### src/rtl/traffic_pkg.sv
// Shared phase encodings, default timings and lamp decode for the intersection scheduler.
// Phase codes double as the debug/LED value driven on the phase output.
package traffic_pkg;

    typedef enum logic [2:0] {
        PH_AR_S2M = 3'd0,
        PH_MGRN   = 3'd1,
        PH_MYEL   = 3'd2,
        PH_AR_M2S = 3'd3,
        PH_SGRN   = 3'd4,
        PH_SYEL   = 3'd5,
        PH_WALK   = 3'd6
    } phase_e;

    localparam int DEF_T_MG_MIN = 8;
    localparam int DEF_T_Y      = 3;
    localparam int DEF_T_AR     = 2;
    localparam int DEF_T_SG     = 5;
    localparam int DEF_T_SG_MAX = 10;
    localparam int DEF_T_WALK   = 6;

    localparam int TW = $clog2(DEF_T_SG_MAX) + 1;

    typedef struct packed {
        logic mr;
        logic my;
        logic mg;
        logic sr;
        logic sy;
        logic sg;
        logic walk;
    } lamps_t;

    function automatic int imax(input int a, input int b);
        return (a > b) ? a : b;
    endfunction

    // Both roads default to red; each phase lights exactly one replacement lamp.
    function automatic lamps_t lamp_decode(input phase_e ph);
        lamps_t l;
        l    = '0;
        l.mr = 1'b1;
        l.sr = 1'b1;
        case (ph)
            PH_MGRN: begin l.mr = 1'b0; l.mg = 1'b1; end
            PH_MYEL: begin l.mr = 1'b0; l.my = 1'b1; end
            PH_SGRN: begin l.sr = 1'b0; l.sg = 1'b1; end
            PH_SYEL: begin l.sr = 1'b0; l.sy = 1'b1; end
            PH_WALK: l.walk = 1'b1;
            default: ;
        endcase
        return l;
    endfunction

endpackage

### src/rtl/phase_timer.sv
// Per-phase cycle counter: synchronous clear, saturating increment, async reset.
// Saturation keeps long main-green holds from wrapping back into timing windows.
module phase_timer #(
    parameter int W   = 5,
    parameter int SAT = 10
) (
    input  logic         clk,
    input  logic         rst,
    input  logic         clr_i,
    output logic [W-1:0] cnt_o
);

    localparam logic [W-1:0] SAT_V = W'(SAT);

    logic [W-1:0] cnt_q;

    always_ff @(posedge clk or posedge rst) begin
        if (rst) begin
            cnt_q <= '0;
        end else if (clr_i) begin
            cnt_q <= '0;
        end else if (cnt_q != SAT_V) begin
            cnt_q <= cnt_q + 1'b1;
        end
    end

    assign cnt_o = cnt_q;

endmodule

### src/rtl/traffic_phase_scheduler.sv
// Demand-driven main/side light sequencer with pedestrian walk phase and emergency preempt.
// Lamps are registered from the next phase, so they change on the same edge as the phase.
module traffic_phase_scheduler
    import traffic_pkg::*;
#(
    parameter int T_MG_MIN = DEF_T_MG_MIN,
    parameter int T_Y      = DEF_T_Y,
    parameter int T_AR     = DEF_T_AR,
    parameter int T_SG     = DEF_T_SG,
    parameter int T_SG_MAX = DEF_T_SG_MAX,
    parameter int T_WALK   = DEF_T_WALK
) (
    input  logic       clk,
    input  logic       rst,
    input  logic       side_req,
    input  logic       ped_req,
    input  logic       emg,
    output logic       MR,
    output logic       MY,
    output logic       MG,
    output logic       SR,
    output logic       SY,
    output logic       SG,
    output logic       WALK,
    output logic [2:0] phase
);

    localparam int T_MAX = imax(imax(imax(T_MG_MIN, T_Y), imax(T_AR, T_SG)),
                                imax(T_SG_MAX, T_WALK));
    localparam int TMR_W = $clog2(T_MAX) + 1;

    localparam logic [TMR_W-1:0] MG_END   = TMR_W'(T_MG_MIN - 1);
    localparam logic [TMR_W-1:0] Y_END    = TMR_W'(T_Y - 1);
    localparam logic [TMR_W-1:0] AR_END   = TMR_W'(T_AR - 1);
    localparam logic [TMR_W-1:0] SG_END   = TMR_W'(T_SG - 1);
    localparam logic [TMR_W-1:0] SGMX_END = TMR_W'(T_SG_MAX - 1);
    localparam logic [TMR_W-1:0] WALK_END = TMR_W'(T_WALK - 1);

    phase_e             state_q, state_d;
    logic               ped_pend_q, ped_pend_d;
    lamps_t             lamps_q;
    logic [TMR_W-1:0]   tmr;
    logic               enter_walk;

    phase_timer #(
        .W   (TMR_W),
        .SAT (T_MAX)
    ) u_phase_timer (
        .clk   (clk),
        .rst   (rst),
        .clr_i (state_d != state_q),
        .cnt_o (tmr)
    );

    always_comb begin
        state_d = state_q;
        case (state_q)
            PH_AR_S2M: if (tmr == AR_END) state_d = PH_MGRN;
            PH_MGRN:   if (tmr >= MG_END && (side_req || ped_pend_q) && !emg) state_d = PH_MYEL;
            PH_MYEL:   if (tmr == Y_END) state_d = PH_AR_M2S;
            // Once clearance ends the side road is served even if its car left.
            PH_AR_M2S: if (tmr == AR_END) begin
                if (emg)             state_d = PH_AR_S2M;
                else if (ped_pend_q) state_d = PH_WALK;
                else                 state_d = PH_SGRN;
            end
            PH_WALK:   if (tmr == WALK_END) state_d = (side_req && !emg) ? PH_SGRN : PH_AR_S2M;
            PH_SGRN:   if (emg || tmr == SGMX_END || (tmr >= SG_END && !side_req)) state_d = PH_SYEL;
            PH_SYEL:   if (tmr == Y_END) state_d = PH_AR_S2M;
            default:   state_d = PH_AR_S2M;
        endcase
    end

    assign enter_walk = (state_d == PH_WALK) && (state_q != PH_WALK);
    assign ped_pend_d = ped_req || (ped_pend_q && !enter_walk);

    always_ff @(posedge clk or posedge rst) begin
        if (rst) begin
            state_q    <= PH_AR_S2M;
            ped_pend_q <= 1'b0;
            lamps_q    <= lamp_decode(PH_AR_S2M);
        end else begin
            state_q    <= state_d;
            ped_pend_q <= ped_pend_d;
            lamps_q    <= lamp_decode(state_d);
        end
    end

    assign MR    = lamps_q.mr;
    assign MY    = lamps_q.my;
    assign MG    = lamps_q.mg;
    assign SR    = lamps_q.sr;
    assign SY    = lamps_q.sy;
    assign SG    = lamps_q.sg;
    assign WALK  = lamps_q.walk;
    assign phase = state_q;

endmodule

### config.mk
export PLATFORM = sky130hd
export DESIGN_NAME = traffic_phase_scheduler
export DESIGN_NICKNAME = d
export VERILOG_FILES = /design/src/rtl/traffic_pkg.sv /design/src/rtl/phase_timer.sv /design/src/rtl/traffic_phase_scheduler.sv
export SDC_FILE = /design/constraint.sdc
export NUM_CORES = 1
export LEC_CHECK = 0
export CORE_MARGIN = 2
export CORE_UTILIZATION = 56
export CTS_CLUSTER_DIAMETER = 100
export CTS_CLUSTER_SIZE = 8
export DETAILED_ROUTE_END_ITERATION = 16
export MAX_ROUTING_LAYER = met4
export PLACE_DENSITY = 0.89
export SYNTH_ARGS = -nofsm -noshare
export SYNTH_HDL_FRONTEND = slang
export SYNTH_SLANG_ARGS = --single-unit
### constraint.sdc
create_clock -name clk -period 4.3 [get_ports clk]
set_input_delay 0.645 -clock clk [delete_from_list [all_inputs] [get_ports clk]]
set_output_delay 0.645 -clock clk [all_outputs]
set_load 0.02 [all_outputs]
* Word level (Yosys, flattened, before mapping)
Index checks and enable logic that the tools add are counted.
** Word-level totals
- Register bits after elaboration :: 16
- Bits of input ports :: 5
- Output and inout port bits :: 10
- Logic and storage cells :: 68
** Operators by class
- Add/subtract/negate cells :: 1
- Magnitude comparators :: 2
- Equality and inequality tests :: 18
- Multiplexer cells :: 20
- Reduce and logical (&&, ||, !) cells :: 17
** Operator list (number)
- 3-bit 2-to-1 mux :: 9
- 3-bit case mux with 7 select lines :: 1
- 3-bit equality test (second input constant) :: 6
- 5-bit by 3-bit >= comparator with 1-bit output (second input constant) :: 2
- 5-bit 2-to-1 mux :: 2
- 3-bit by 2-bit equality test with 1-bit output (second input constant) :: 3
- 1-bit 2-to-1 mux :: 7
- 3-bit by 1-bit equality test with 1-bit output (second input constant) :: 2
- 1-bit logical AND :: 6
- 5-bit by 1-bit adder with 5-bit output (second input constant) :: 1
- 5-bit by 1-bit equality test with 1-bit output (second input constant) :: 1
- 5-bit by 2-bit equality test with 1-bit output (second input constant) :: 1
- 5-bit by 3-bit equality test with 1-bit output (second input constant) :: 1
- 5-bit by 4-bit equality test with 1-bit output (second input constant) :: 1
- 5-bit by 4-bit != test with 1-bit output (second input constant) :: 1
- 1-bit logical OR :: 4
- 2-bit OR reduction :: 2
- 1-bit logical NOT :: 3
- 3-bit logical NOT :: 1
- 3-bit != test :: 1
- 3-bit != test (second input constant) :: 1
- 2-bit 2-to-1 mux :: 1
- 2-bit nonzero test :: 1

* Depth between registers and ports, before layout
Gate-level depths: netlist (run 1).
- Word-level depth :: 10
- Depth in mapped cells :: 8
- Mapped depth without buffers :: 8

* Cells and area by module
Synthesis (run 1) repeated with hierarchy kept, for this count alone.
** Second synthesis, totals
- Cell total of the unflattened synthesis :: 93
- Area, all modules :: 924.6 sq um
** By module, submodules not included
- traffic_phase_scheduler :: times used 1, cells each 66, area an instance 629.4 sq um, sequential area each 277.8 sq um
- phase_timer :: times used 1, cells each 27, area an instance 295.3 sq um, sequential area each 125.1 sq um

* Worst setup path before layout (run 1)
Ideal clock, no wire load.
- Kind :: reg-to-reg
- Start :: reg u_phase_timer.cnt_q[1], in the netlist u_phase_timer.cnt_o[1]
- End :: reg lamps_q (netlist bit MG)
- Setup time :: 66 ps
- Arrival time :: 2111 ps
- Data required time :: 4234 ps
- Setup slack :: 2123 ps
- Stages on the path, launching flop included :: 9
- Path buffers :: 0
- Clock period less this slack :: 2177 ps
- Path through :: dfrtp_1 inv_1 ha_1 or4b_4 or3_4 a221oi_4 inv_2 nor2_2 and2_1
** Between the ends
- Word-level cells in the longest chain between the ends :: 7
- Elaborated cells between the ends (all ways) :: 21
- Those cells by class :: order compare: 2; eq/ne: 5; mux: 9; reduce/logical: 5
** Ends and longest elaborated chain
- start, declared :: line phase_timer.sv:15 : logic [W-1:0] cnt_q;
- start signal, assigned :: line phase_timer.sv:23 : cnt_q <= cnt_q + 1'b1;
- 5-bit by 3-bit >= comparator with 1-bit output (tied with other cells) :: line traffic_phase_scheduler.sv:68 : PH_SGRN: if (emg || tmr == SGMX_END || (tmr >= SG_END && !side_req)) state_d = PH_SYEL;
- 1-bit logical AND (tied with other cells) :: line traffic_phase_scheduler.sv:68
- 1-bit logical OR / 1-bit logical AND (equally long branches) :: line traffic_phase_scheduler.sv:68, traffic_phase_scheduler.sv:59
- 3-bit 2-to-1 mux (on tied branches) :: line traffic_phase_scheduler.sv:68, traffic_phase_scheduler.sv:59
- 3-bit case mux with 7 select lines (*) :: line traffic_phase_scheduler.sv:57 : case (state_q)
- via state_d[1] :: line traffic_phase_scheduler.sv:39 : phase_e state_q, state_d;
- 3-bit by 1-bit equality test with 1-bit output (*) :: line traffic_pkg.sv:44 : case (ph)
- 1-bit 2-to-1 mux (*) :: line traffic_pkg.sv:44
- end signal, assigned :: line traffic_phase_scheduler.sv:81 : lamps_q <= lamp_decode(PH_AR_S2M);
- end signal, assigned :: line traffic_phase_scheduler.sv:85 : lamps_q <= lamp_decode(state_d);
- end, declared :: line traffic_phase_scheduler.sv:41 : lamps_t lamps_q;
The timed path passes the listed nets; every way through them passes the cells marked *.
A chain may end at the register's enable or synchronous reset.

* Worst setup path after layout (run 1)
Ends and elaborated chain as after synthesis.

==> out/results.txt, run 1 <==
Path class of the lowest-slack min-delay path: flop to flop. The netlist uses 44 different library cells. The worst-case headroom to the max-slew limit was 0.464.

For this design the top-level I/O count stands at 15. The share of synthesized area occupied by flip-flops and latches was 0.419; the number of post-CTS setup repair buffers was 0. The starting density of the core is 0.616, and the die height is 45.4 um. The post-synthesis average cell area was 9.71 um^2.

The simple logic cell fraction of the synthesized area is 0.238. The worst register-to-register path begins at u_phase_timer.cnt_o[1]. The share of cells above drive strength 1 was 0.115; the area share of the largest cell type after synthesis was 0.365. The synthesized design contains 0 enable-type register cells. The async set or reset register ratio after synthesis is 1.00.

Synthesis inferred 16 register bits. The tools report the power dissipated by switching net loads as 0.350 mW. 0 antenna diodes ended up in the layout. Yosys instantiated no cell more often than dfrtp_1.

The clock passes through at most 2 buffers. The tools report the overall track demand over capacity in global routing as 0.225. For the worst setup path, the data required time is 4520 ps.

The critical path in this run is classified as flop to flop. The fraction of the mapped netlist area in compound gates was 0.167. The via count of the first global-routing pass is 714, and the post-synthesis share of cell area spent on full adders, half adders and majority gates is 0.0521. For the worst setup path, the data arrival time is 2630 ps. The number of nets with antenna violations after routing came out at 0. TritonCTS built the clock tree. Clock tree synthesis selected as its root buffer the cell clkbuf_4. The average vias per placed instance was 6.11; the largest net degree at the start of global routing was 17. The XOR/XNOR share of the synthesized area is 0.0365.

The port buffer count was 14. For the pin with the worst max-slew slack, the measured transition is 784 ps. For the combinational power share, the log shows 0.529. The core region is 0.00156 mm^2. The startpoint type of the worst setup path is a flop. In the synthesized netlist, the number of instances is 99.

The worst setup path is captured at a flop. The ratio of final minimum period to clock period is 0.560, and the hold buffer count at CTS is 0. After synthesis, the most frequently instantiated cells are dfrtp_1, nor3_1, nor2_1.

Adding up every negative setup slack in the final design gives 0 ps. The time the worst path needs with I/O delays and setup works out to 2410 ps. The final layout contains routed wiring with a total length of 1850 um.

The run gives 1 as the maximum level of the CTS H-tree. Reg-to-reg critical path endpoint: MG. The run gives 14 as the number of cell rows. Summed over all layers, the global routing overflow is 0. The logs give 0.00206 mm^2 for the die area and 1890 ps for the final worst slack.

The first routing iteration left 28 violations. The hold violation total from the final report was 0; the post-synthesis to final-layout area growth was 18.0%. Cell internal power was estimated by the tool at 0.437 mW. The worst hold endpoint is ped_pend_q. The run gives 0 as the count of pins over their slew limit.

The dominant combinational cell family by area after synthesis is simple AND/OR/NAND/NOR gates. The detailed-placement wirelength estimate was 1430 um. Once the clock tree was built, the resizer swapped 0 gates to a different size. The final layout contains 123 nets.

The tools report the proportion of power drawn by the clock network as 0.123. At the end of routability-driven placement, the weighted congestion stood at 1.01. The run finished with clean final reports.

For the sequential share of power, the log shows 0.348. By area the synthesized netlist is led by dfrtp_1, dfstp_2, ha_1. Across the run, the number of max-cap violations was 0.

The start point of the worst min-delay path was ped_pend_q. The initial antenna violation count was 0. Leaving out filler cells and counting taps, the final layout contains 129.

The clock reaches the later pin of the worst-skew pair after 290 ps. From left edge to right edge, the die measures 45.4 um. The tools report the pre-CTS setup slack as 1800 ps.

The first global-routing pass estimated 3110 um of wire. The switching share of power is 0.445, and the worst hold slack is 525 ps. Static timing analysis puts the maximum clock frequency at 415 MHz. Cell total after placement: 125. For flop-to-flop paths, the worst setup slack is 1890 ps. CTS saw 16 sinks. Summing internal, switching and leakage power gives 0.787 mW.

The tools report the summed instance area of the synthesized netlist as 961 um^2. Before antenna repair, the detailed router went through 4 iterations. Setup repair after global routing left no endpoint under its margin. The multiplexer area fraction after synthesis was 0.0313; the power per standard cell area was 694 mW/mm^2. The number of nets in the synthesized netlist is 108. Counting the buffers created by CTS gives 3. The maximum fanout encountered on the critical timing path works out to 6. Setup violations remaining at the end of the flow were counted as 0.

Cell depth of the worst hold path: 1. The clock skew after layout came out at 4.10 ps. Summed over all instances, the cell type with the most area after synthesis is dfrtp_1. The most used flip-flop cell after synthesis is dfrtp_1. In the routed design, unresolved DRC markers number 0. After detailed routing, the average wire length per cell comes to 14.3 um. The via count was 788; the peak supply drop was 0.351 mV.

The clock transition time at the flip-flop clock pins of the worst setup and hold paths came out at 90 ps. Static leakage power: 0.487 nW. Yosys printed 0 warnings. The logic depth of the worst register-to-register path is 8.
-- per-stage QoR --
| step | util | instance area [um^2] |
|---|---|---|
| 6_report | 0.727 | 1130 |
| 5_1_grt | 0.727 | 1130 |
| 4_1_cts | 0.727 | 1130 |
| 3_5_place_dp | 0.704 | 1100 |
| 3_3_place_gp | 0.704 | 1100 |
| 2_1_floorplan | - | 961 |
-- power groups by stage --
stage / Sequential, mW / Combinational [mW] / Clock, mW
2_1_floorplan: 0.268 / 0.309 / 0
3_3_place_gp: 0.272 / 0.405 / 0
3_5_place_dp: 0.275 / 0.413 / 0
4_1_cts: 0.271 / 0.415 / 0.101
5_1_grt: 0.282 / 0.460 / 0.104
6_report: 0.274 / 0.416 / 0.0966
-- kinds of logic (layout without fill, tap and decap cells) --
family,after synthesis,count (layout)
AND/OR/NAND/NOR,39,39
AO/OA/AOI/OAI,21,21
flip-flops,16,16
buffers and inverters,12,26
XOR/XNOR,4,4
adder cells (fa/ha/maj),4,4
multiplexers,3,3
-- area by class of cell --
cell class | instances | area, um^2
clock buffer | 4 | 36.3
fill | 109 | 425
inverter | 8 | 30.0
multi-input combinational | 71 | 504
sequential | 16 | 403
tap | 16 | 20.0
timing repair buffer | 14 | 140
-- sequential cells by signal, summed over array words and instances (netlist names) --
signal / count
u_phase_timer.cnt_o: 5
phase: 3
MG: 1
MR: 1
MY: 1
SG: 1
SR: 1
SY: 1
WALK: 1
ped_pend_q: 1
-- per-layer routing --
| metal | GRT usage | vias up | share of wire |
|---|---|---|---|
| li1 | - | 382 | - |
| met1 | 0.290 | 370 | 0.44 |
| met2 | 0.324 | 32 | 0.47 |
| met3 | 0.0476 | 4 | 0.065 |
| met4 | 0.129 | 0 | 0.023 |
| met5 | - | - | 0 |
-- how the worst max path moves through the flow --
stage,start,depth (start not counted),end,slack [ps]
after floorplan,u_phase_timer.cnt_o[1],8,MG,2120
final,u_phase_timer.cnt_o[1],8,MG,1890
after CTS,u_phase_timer.cnt_o[1],8,MG,1900
after detailed placement,emg,7,ped_pend_q,1800
after global routing,u_phase_timer.cnt_o[1],7,SG,1750
after global placement,emg,7,ped_pend_q,1870
-- cell usage in the layout, fill, tap and decap left out, types with 2 or more instances in the layout --
master           count
o211ai_1             2
xor2_1               2
inv_1                7
o21bai_1             2
and2_1               2
xnor2_1              2
clkbuf_4             3
ha_1                 4
a21oi_1              4
o21ai_0              3
mux2i_1              3
nor2_1               8
dfstp_2              2
nor3_1               9
nor2b_1              2
nand3_1              2
nand2_1              3
clkdlybuf4s50_1     14
dfrtp_1             14
-- critical path: stages (launching register included) --
cell	delay, ps
dfrtp_1	450
inv_1	100
ha_1	230
or4b_4	510
or3_4	390
a221oi_4	320
inv_2	90
nor2_2	110
and2_1	140
(Power assumes the default switching activity.)
==> inputs of run 2 (changes only) <==
- CORE_UTILIZATION: 56 -> 47
- PLACE_DENSITY: 0.89 -> 0.8
- clock period: 4.3 -> 2.15 ns (I/O delays scaled with it)
==> run 2 against run 1 <==
  * Combinational power increased to 2.6 times the previous value
  * Worst setup slack worse by 1900 ps
  * Core utilization shrank 6.5 points
  * Total power grew 130%
  * Register-to-register slack lost 1900 ps
  * Clock power is 110% higher
  * Fmax up 11%
  * Global-route usage decreased by 3.1 points
  * The run now ends with negative setup slack left
  * Critical endpoint unchanged
  * Largest cell class unchanged
  * Via count increased by 9.1%
  * Flip-flop and latch count is the same
==> out/results.txt, run 2 (synthesis results as in run 1) <==
The maximum achievable frequency was 459 MHz; the via count of the first global-routing pass was 839. The port buffer count is 14. The tools report the timing startpoint of the critical path as u_phase_timer.cnt_o[1]. VDD sags by at most 0.792 mV. The worst register-to-register path begins at u_phase_timer.cnt_o[1].

For the iteration count of the initial detailed-routing pass, the log shows 4. The tool flagged a number of max-cap violations equal to 0. Number of top-level design ports: 15. In this run the register-to-register setup slack is -30 ps. Detailed routing inserted a total of 860 vias.

For the final routed database, the setup TNS stands at -67.0 ps. Detailed-route DRC error count: 0. The floorplan has 16 rows.

Initial antenna violation count: 0. The reg-to-reg critical path endpoint was MG. In the final layout, flip-flops and latches occupy 404 um^2. The library cells used most frequently in the layout, excluding fill and tap cells, are clkdlybuf4s50_1, buf_4, dfrtp_1. The post-synthesis to final-layout area growth was 33.9%; the worst-case headroom to the max-slew limit was 0.618. Routability-driven placement finished with a final weighted congestion of 0.898. The most used cell along the critical path is inv_2.

The first global-routing pass estimated 3530 um of wire. The logic depth of the worst register-to-register path is 8, and the clock transition time at the flip-flop clock pins of the worst setup and hold paths is 100 ps. The critical path ends at MG.

The cell with the largest stage delay on the worst path is or4b_4. The global route total overflow came out at 0. The count of pins over their slew limit was 0. In this run the power density over the cells is 1400 mW/mm^2.

The time the worst path needs with I/O delays and setup was 2180 ps; the final worst slack was -29.4 ps. Entering global routing, the biggest net connects 17 pins. The layout net count was 137; the clock sink count was 16. In this run the deepest clock path goes through 2 buffers. The share of cells above drive strength 1 is 0.260, and the detailed-placement wirelength estimate is 1650 um. The clock skew after layout is 5.77 ps. The static leakage power came out at 0.561 nW. The register with the most flip-flops in the layout has 5 of them. The checks that failed: negative setup slack.

The run finished, with violations left. The horizontal die dimension is 49.2 um. The per-cell routed wire length was 14.5 um.

The tools report the initial detailed-routing violation count as 12. The logs give 537 um^2 for the total area of multi-input combinational cells and 0 for the hold violation total from the final report. Setup violations remaining at the end of the flow were counted as 4. The hold buffer count at CTS is 0, and the average vias per placed instance is 5.58. The number of nets with antenna violations after routing was 0; the maximum fanout encountered on the critical timing path was 5.

TritonCTS built the clock tree. Buffers inserted during clock tree synthesis total 3. Data on the critical path arrives at its endpoint at 2410 ps. For the worst setup path, the data required time is 2380 ps.

Setup repair after global routing could not meet its margin everywhere. The floorplan step defined a die boundary enclosing 0.00242 mm^2. Maximum cell stage delay along the critical path: 460 ps. The starting density of the core is 0.495, and the maximum level of the CTS H-tree is 1. The ratio of final minimum period to clock period was 1.01; the slew of the pin with the lowest slew margin was 573 ps. Number of fillers in the final layout: 169. The die is 49.2 um tall. STA classifies the critical path startpoint as a flop. For the standard cell core area, the log shows 0.00194 mm^2. The logs give 0.194 for the overall track demand over capacity in global routing and -58.9 ps for the pre-CTS setup slack.

The tree is rooted in a clkbuf_4. The type of the worst setup path was flop to flop. The routed design has 2240 um of wire.

The critical path goes through inv_2, ha_4, or4b_4, or3_4, a221oi_4, inv_2, nor2_4, and2_1. The repair_antennas step left the layout with diodes totalling 0. The tools report the nature of the critical path endpoint as a flop. For the worst-skew pair, the clock arrives at the later sink with an insertion delay of 290 ps.

In this run the worst hold path is classified as primary input to async pin.
## run 2: layout make-up
cell class | count | share of cell area
tap | 27 | 0.0263
multi-input combinational | 71 | 0.417
clock buffer | 4 | 0.0282
sequential | 16 | 0.314
inverter | 8 | 0.0233
timing repair buffer | 28 | 0.191
## run 2: worst max-delay path: cells and delay by family, from the launching register on
kind	cells	cell delay (ps)
and+or+nand+nor	4	1030
DFF	1	400
AOI/OAI and AO/OA	1	350
buffers and inverters	2	190
adders and majority gates	1	150
## run 2: metal layers
layer	vias to the layer above	wire length (um)	track usage
met3	4	90	0.0276
met4	0	19	0.0619
met2	26	1270	0.363
met5	-	0	-
met1	415	853	0.208
li1	415	-	-
## run 2: worst min-delay path by stage
| stage | to | slack [ps] | cells past startpoint |
|---|---|---|---|
| after detailed placement | ped_pend_q | 510 | 1 |
| after CTS | u_phase_timer.cnt_o[1] | 410 | 2 |
| after global placement | ped_pend_q | 500 | 1 |
| after global routing | WALK | 420 | 2 |
| final | u_phase_timer.cnt_o[1] | 370 | 2 |
| after floorplan | MG | 230 | 1 |
## run 2: where the power goes
part	switching (mW)	internal, mW
sequential	0.0976	0.410
clock	0.102	0.103
combinational	0.586	0.503
## run 2: repair_timing
item / CTS / global route
buffers inserted: 1 / 1
pin swaps: 1 / 7
resized for setup: 5 / 3
hold endpoints to repair: 0 / 0
endpoints found under the setup margin: 6 / 11
## run 2: stage by stage
stage                     power (mW)  instances  hold WS (ps)   util  area, um^2
after global routing            1.94        154           423  0.662        1290
after floorplan                 1.16         99           235      -         963
after detailed placement        1.50        148           506  0.620        1200
after CTS                       1.75        153           407  0.651        1260
final                           1.80        154           373  0.662        1290
after global placement          1.47        148           498  0.620        1200
